==> src/rtl/pq_req_arbiter.sv <==
// Round-robin arbiter sharing one priority-queue command port among NUM_REQ requesters.
// One command outstanding at a time, 3-cycle minimum loop; req_ready only in IDLE, cmd held under q_cmd_ready backpressure.
module pq_req_arbiter #(
    parameter int  NUM_REQ = 4,
    parameter int  KEY_W   = 16,
    localparam int GID_W   = $clog2(NUM_REQ)
) (
    input  logic                     clk,
    input  logic                     rst,
    input  logic [NUM_REQ-1:0]       req_valid,
    input  logic [NUM_REQ-1:0]       req_op,
    input  logic [NUM_REQ*KEY_W-1:0] req_key,
    output logic [NUM_REQ-1:0]       req_ready,
    output logic [NUM_REQ-1:0]       rsp_valid,
    output logic [KEY_W-1:0]         rsp_key,
    output logic                     rsp_err,
    output logic                     q_cmd_valid,
    output logic                     q_cmd_op,
    output logic [KEY_W-1:0]         q_cmd_key,
    input  logic                     q_cmd_ready,
    input  logic                     q_rsp_valid,
    input  logic [KEY_W-1:0]         q_rsp_key,
    input  logic                     q_rsp_err,
    output logic [GID_W-1:0]         grant_id,
    output logic                     busy
);

    typedef enum logic [1:0] {
        S_IDLE  = 2'd0,
        S_ISSUE = 2'd1,
        S_WAIT  = 2'd2
    } state_t;

    localparam logic [GID_W:0] NUM_REQ_W = (GID_W+1)'(NUM_REQ);

    state_t               r_state;
    state_t               w_state_nxt;
    logic [GID_W-1:0]     r_ptr;
    logic [GID_W-1:0]     r_gid;
    logic [GID_W-1:0]     w_winner;
    logic                 w_found;
    logic [GID_W:0]       w_sum;
    logic [GID_W:0]       w_ptr_inc;
    logic [GID_W-1:0]     w_ptr_nxt;
    logic [NUM_REQ-1:0]   w_ready;
    logic [NUM_REQ-1:0]   r_rsp_valid;
    logic                 r_cmd_valid;
    logic                 r_cmd_op;
    logic [KEY_W-1:0]     r_cmd_key;
    logic [KEY_W-1:0]     r_rsp_key;
    logic                 r_rsp_err;
    logic [KEY_W-1:0]     w_key_arr [NUM_REQ];

    for (genvar g = 0; g < NUM_REQ; g++) begin : g_key
        assign w_key_arr[g] = req_key[g*KEY_W +: KEY_W];
    end

    // Scan from the far end toward ptr so the candidate closest to ptr is written last and wins.
    always_comb begin
        w_winner = '0;
        w_found  = 1'b0;
        w_sum    = '0;
        for (int k = NUM_REQ - 1; k >= 0; k--) begin
            w_sum = {1'b0, r_ptr} + (GID_W+1)'(k);
            if (w_sum >= NUM_REQ_W) begin
                w_sum = w_sum - NUM_REQ_W;
            end
            if (req_valid[w_sum[GID_W-1:0]]) begin
                w_found  = 1'b1;
                w_winner = w_sum[GID_W-1:0];
            end
        end
    end

    always_comb begin
        w_ptr_inc = {1'b0, r_gid} + (GID_W+1)'(1);
        w_ptr_nxt = (w_ptr_inc == NUM_REQ_W) ? '0 : w_ptr_inc[GID_W-1:0];
    end

    always_ff @(posedge clk or posedge rst) begin
        if (rst) begin
            r_state <= S_IDLE;
        end else begin
            r_state <= w_state_nxt;
        end
    end

    always_comb begin
        w_state_nxt = r_state;
        w_ready     = '0;
        case (r_state)
            S_IDLE: begin
                if (w_found) begin
                    w_ready[w_winner] = 1'b1;
                    w_state_nxt       = S_ISSUE;
                end
            end
            S_ISSUE: begin
                if (q_cmd_ready) begin
                    w_state_nxt = S_WAIT;
                end
            end
            S_WAIT: begin
                if (q_rsp_valid) begin
                    w_state_nxt = S_IDLE;
                end
            end
            default: w_state_nxt = S_IDLE;
        endcase
    end

    always_ff @(posedge clk or posedge rst) begin
        if (rst) begin
            r_ptr       <= '0;
            r_gid       <= '0;
            r_cmd_valid <= 1'b0;
            r_cmd_op    <= 1'b0;
            r_cmd_key   <= '0;
            r_rsp_valid <= '0;
            r_rsp_key   <= '0;
            r_rsp_err   <= 1'b0;
        end else begin
            r_rsp_valid <= '0;
            case (r_state)
                S_IDLE: begin
                    if (w_found) begin
                        r_cmd_valid <= 1'b1;
                        r_cmd_op    <= req_op[w_winner];
                        r_cmd_key   <= w_key_arr[w_winner];
                        r_gid       <= w_winner;
                    end
                end
                S_ISSUE: begin
                    if (q_cmd_ready) begin
                        r_cmd_valid <= 1'b0;
                    end
                end
                S_WAIT: begin
                    if (q_rsp_valid) begin
                        r_rsp_valid[r_gid] <= 1'b1;
                        r_rsp_key          <= q_rsp_key;
                        r_rsp_err          <= q_rsp_err;
                        r_ptr              <= w_ptr_nxt;
                    end
                end
                default: ;
            endcase
        end
    end

    assign req_ready   = w_ready;
    assign rsp_valid   = r_rsp_valid;
    assign rsp_key     = r_rsp_key;
    assign rsp_err     = r_rsp_err;
    assign q_cmd_valid = r_cmd_valid;
    assign q_cmd_op    = r_cmd_op;
    assign q_cmd_key   = r_cmd_key;
    assign grant_id    = r_gid;
    assign busy        = (r_state != S_IDLE);

endmodule

==> config.mk <==
export PLATFORM = sky130hd
export DESIGN_NAME = pq_req_arbiter
export DESIGN_NICKNAME = d
export VERILOG_FILES = /design/src/rtl/pq_req_arbiter.sv
export SDC_FILE = /design/constraint.sdc
export NUM_CORES = 1
export LEC_CHECK = 0
export BUFFER_PORTS_ARGS = -buffer_cell sky130_fd_sc_hd__buf_2
export CAP_MARGIN = 5
export CORE_MARGIN = 3
export CORE_UTILIZATION = 43
export DETAILED_ROUTE_END_ITERATION = 7
export GPL_TIMING_DRIVEN = 0
export PLACE_DENSITY = 0.8
export SYNTH_ARGS = -nofsm -noshare
export SYNTH_HDL_FRONTEND = slang
export SYNTH_SLANG_ARGS = --single-unit
==> constraint.sdc <==
create_clock -name clk -period 2.1 [get_ports clk]
set_input_delay 0.105 -clock clk [delete_from_list [all_inputs] [get_ports clk]]
set_output_delay 0.105 -clock clk [all_outputs]
set_load 0.02 [all_outputs]
## After elaboration in Yosys (flattened, before gate mapping)

Index checks and enable logic that the tools add are counted.

| word-level totals | value |
|---|---|
| output and inout bits | 46 |
| input port bits | 93 |
| register bits | 45 |
| word-level logic and storage cells | 87 |

| operators by class | value |
|---|---|
| reductions and logical operators | 9 |
| multiplexer cells | 41 |
| equal/unequal tests | 6 |
| bitwise gates (word level) | 1 |
| $add $sub $neg | 8 |
| order comparisons | 13 |

Operator list:

| cell | count |
|---|---|
| 16-bit binary-select mux with 2-bit select | 1 |
| 16-bit two-way mux | 2 |
| 2-bit two-way mux | 12 |
| 2-bit by 3-bit < comparator with 1-bit output (second input constant) | 6 |
| 4-bit two-way mux | 4 |
| 1-bit two-way mux | 13 |
| 3-bit >= comparator (second input constant) | 4 |
| 1-bit binary-select mux with 2-bit select | 5 |
| 2-bit by 1-bit subtractor with 2-bit output (second input constant) | 4 |
| 2-bit by 1-bit adder with 3-bit output (second input constant) | 2 |
| 2-bit by 2-bit adder with 3-bit output (second input constant) | 2 |
| 2-bit inequality test (second input constant) | 3 |
| 2-bit case mux with 3 select lines | 1 |
| 3-bit AND reduction | 2 |
| 1-bit demux with 2-bit select | 2 |
| 2-bit by 1-bit >= comparator with 1-bit output (second input constant) | 2 |
| 2-bit AND reduction | 2 |
| 2-bit nonzero test | 2 |
| 3-bit == test (second input constant) | 1 |
| 2-bit by 3-bit >= comparator with 1-bit output (second input constant) | 1 |
| 2-bit inverter with 3-bit output | 1 |
| 2-bit by 1-bit == test with 1-bit output (second input constant) | 1 |
| 2-bit == test (second input constant) | 1 |
| 1-bit logical AND | 2 |
| 2 further kinds | 2 |

## Depth between registers and ports, before layout

| logic depth | value |
|---|---|
| depth after elaboration | 15 |
| mapped depth | 8 |
| depth with buffers taken out | 5 |

## Worst setup path after synthesis

Ideal clock, no wire load.

| timing path | value |
|---|---|
| kind | register to output |
| start | reg r_state[1] |
| end | out req_ready[1] |
| stages on the path, launching flop included | 8 |
| data arrival time | 1838 ps |
| data required time | 1995 ps |
| buffers on the path | 3 |
| slack | 157 ps |
| cell sequence | dfrtp_1 > or2_4 > or2_1 > buf_4 > nand2b_1 > clkbuf_2 > buf_2 > nor2_1 |

| between the ends | value |
|---|---|
| word-level cells in the longest chain between the ends | 2 |

RTL lines:

| what | line | RTL |
|---|---|---|
| from (decl) | 36 | `state_t r_state;` |
| from (signal assigned) | 84 | `r_state <= w_state_nxt;` |
| 2-bit zero test | 91 | `case (r_state)` |
| 4-bit two-way mux | 91 |  |
| to (decl) | 13 | `output logic [NUM_REQ-1:0] req_ready,` |

Every way passes these cells.

## Worst setup path after layout

| timing path | value |
|---|---|
| start | reg r_state[0] |
| end | out req_ready[1] |

The elaborated chain is that of the path after synthesis.

==> key figures <==
Status
  – Outcome: complete, but fails checks
  – Violated checks: negative setup slack

Critical path
  – WP data arrival: 2.01 ns
  – CP required: 2.00 ns
  – Worst setup EP type: output pin
  – Worst Setup SP: r_state[0]$_DFFE_PP0P_
  – Critical-path maximum fanout: 10
  – FF-to-FF setup slack: 0.33 ns
  – WS Path Type: reg -> out
  – Worst R2R End: q_cmd_key[12]$_DFFE_PP0P_
  – End of the critical path: req_ready[1]
  – R2r startpoint: r_state[0]$_DFFE_PP0P_
  – Path depth of the worst reg2reg path: 6
  – Worst Setup Start Kind: flip-flop

Run
  – Max Cap Violations: 0

CTS
  – Max Root-Sink Buffers: 2
  – CTS tree: built
  – Clock-pin slew on the worst setup and hold paths: ~0.08 ns
  – Sink Count: between 40 and 50
  – Later-pin clock latency in the skew report: 0.29 ns
  – Htree depth: 2
  – Number of buffers created by CTS: 5
  – Root Buffer: clkbuf_8

STA
  – RSZ-0062 raised after global routing: yes
  – Slew Limit Headroom: 65.3%
  – Final hold viol count: 0
  – Slew Limit Fails: 0
  – Slew @ Worst Pin: 0.520 ns
  – Fin crit share: 101%
  – Worst setup margin: -0.0116 ns
  – Final setup fails: 1
  – Worst Clk Skew: ~0.0063 ns
  – Fin crit period: 2.11 ns
  – Fmax: 474 MHz

Floorplan
  – Chip width: 77.8 um
  – Row count: 25
  – I/O pin count: approximately 140
  – Die extent in y: between 70 and 80 um
  – Initial Util: between 40 and 50%
  – Die ar.: 6060 sq um
  – Floorplan Core Area: 4850 sq um

Layout
  – Layout cell share with drive strength beyond 1: a little under three fifths
  – Most frequent cells in the layout: buf_2, dfrtp_1, mux2_2
  – Filler instances: roughly 380
  – Nets: 432
  – Most common cell after layout, fill and taps aside: buf_2
  – Design Area, Final: 3220 sq um
  – # diodes: 0
  – Area delta synth->final: 45.1%

Synth
  – Fraction of registers with async set/reset: 100%
  – Post-Synthesis Cells: 185
  – Synthesized cell area: 2220 sq um
  – Syn. warnings: 0
  – Synth cell types: 33
  – Yosys reg bits: 45
  – Seq/Total Area, Yosys: 50.8%
  – Syn Nets: 282
  – Syn avg cell area: 12.0 sq um
  – Number of enable flip-flop cells after synthesis: 0
  – Synth Flop Type: dfrtp_1

Placement
  – Pre-CTS setup slack: between 0.07 and 0.08 ns
  – I/O Buffers: 137
  – Post-placement cell area: 3010 sq um
  – Final Wtd Congestion: 0.798
  – Hpwl dp: 4430 um

Power
  – Cell leakage power: between 1.5 and 2 nW
  – VDD IR max: ~0.85 mV
  – Overall Power: 0.00457 W
  – PwrDens: 1420 nW/um^2

Min path
  – Hold Path Class: in -> reg

GRT
  – First-pass GRT wire length: 9090 um
  – Global Route Usage Sum: 18.6%
  – GR Overflow Total: 0
  – Vias in the first global route: around 2,000
  – Largest net degree at the start of global routing: 29
  – Antenna violations before repair: 0

Routing
  – Antenna-violating nets left: 0
  – DRC viols: 0
  – Vias/cell: 5.08
  – Via count: 2,046
  – DR iter-0 viols: 118
  – Wire per inst: 14.3 um
  – DR pass1 iterations: 5
  – Routed WL: 5760 um
## state kept, by name (all words and copies together), names as in the netlist
name and cells:
r_state 2, q_cmd_op 1, q_cmd_valid 1, r_ptr 2, rsp_err 1, grant_id 2, rsp_valid 4, rsp_key 16
q_cmd_key 16
## per-stage QoR
| stage | setup TNS [ns] | hold slack (ns) | util [%] | instances |
|---|---|---|---|---|
| after floorplan | 0 | 0.200 | - | 185 |
| after global placement | 0 | 0.317 | 61.6 | 389 |
| after detailed placement | 0 | 0.105 | 62.0 | 390 |
| after CTS | -0.0465 | 0.00478 | 66.0 | 402 |
| after global routing | -0.159 | 0.0188 | 66.4 | 403 |
| final | -0.0116 | 0.0154 | 66.4 | 403 |
## what timing repair did
| action | 4_1_cts | 5_1_grt |
|---|---|---|
| hold endpoints to repair | 17 | 0 |
| buffers inserted | 3 | 1 |
| hold buffers | 1 | 0 |
| gates resized for setup | 12 | 4 |
| endpoints found under the setup margin | 4 | 3 |
| pin swaps | 3 | 2 |
## worst max-delay path, cell delays in order (launching register included)
cell and delay [ns]:
dfrtp_1 0.39, or2_4 0.27, or2_1 0.25, buf_6 0.14
nand2b_1 0.16, buf_8 0.15, buf_8 0.14, nor2_4 0.10
buf_6 0.12
## how the worst min path moves through the flow
stage,start,endpoint,cells past startpoint,slack [ns]
final,q_cmd_ready,r_state[0]$_DFFE_PP0P_,2,0.02
after CTS,q_cmd_ready,r_state[0]$_DFFE_PP0P_,2,0.005
after detailed placement,rst,rsp_key[10]$_DFFE_PP0P_,2,0.11
after global routing,q_cmd_ready,r_state[0]$_DFFE_PP0P_,2,0.02
after floorplan,q_cmd_ready,r_state[0]$_DFFE_PP0P_,1,0.20
after global placement,q_cmd_ready,r_state[0]$_DFFE_PP0P_,2,0.32
## Yosys cell counts (2+ instances only)
library cell	count	share of area (%)
nand2b_1	2	0.56
ha_1	4	2.3
a21oi_1	3	0.68
nor2_1	10	1.7
buf_6	3	1.5
buf_2	5	1.1
clkbuf_1	3	0.51
o21ai_0	13	2.9
nor2b_1	3	0.85
inv_1	10	1.7
dfrtp_1	45	51
mux2_2	18	9.1
a222oi_1	17	7.7
mux2i_1	17	7.7
o21ai_1	9	2.0
nand2_1	5	0.85
o22ai_1	2	0.56
## cell type report
type	instances	area, sq um	share of cell area [%]
tap	67	83.8	2.60
multi-input combinational	117	982	30.5
buffer	13	109	3.38
timing repair buffer	143	761	23.6
inverter	10	37.5	1.17
clock inverter	2	37.5	1.17
sequential	45	1130	35.0
clock buffer	6	82.6	2.57
## kinds of logic after synthesis
logic type / synth area share (%)
AO/OA/AOI/OAI: 17.5
buffers and inverters: 5.41
AND/OR/NAND/NOR: 7.22
adder cells (fa/ha/maj): 2.26
multiplexers: 16.8
flip-flops: 50.8
## layer usage
metal | routed length, um | global-route usage (%)
met1 | 2330 | 23.2
met2 | 2810 | 31.0
met3 | 531 | 4.87
met4 | 82 | 6.58
met5 | 0 | 0
## report_power, final
part	leakage, nW	switching, W	total, W	internal (W)
logic	1.09	0.00133	0.00241	0.00108
registers	0.556	0.000225	0.00149	0.00127
clock network	0.0574	0.000284	0.000670	0.000387
No activity file was read; power rests on OpenSTA's default activity.
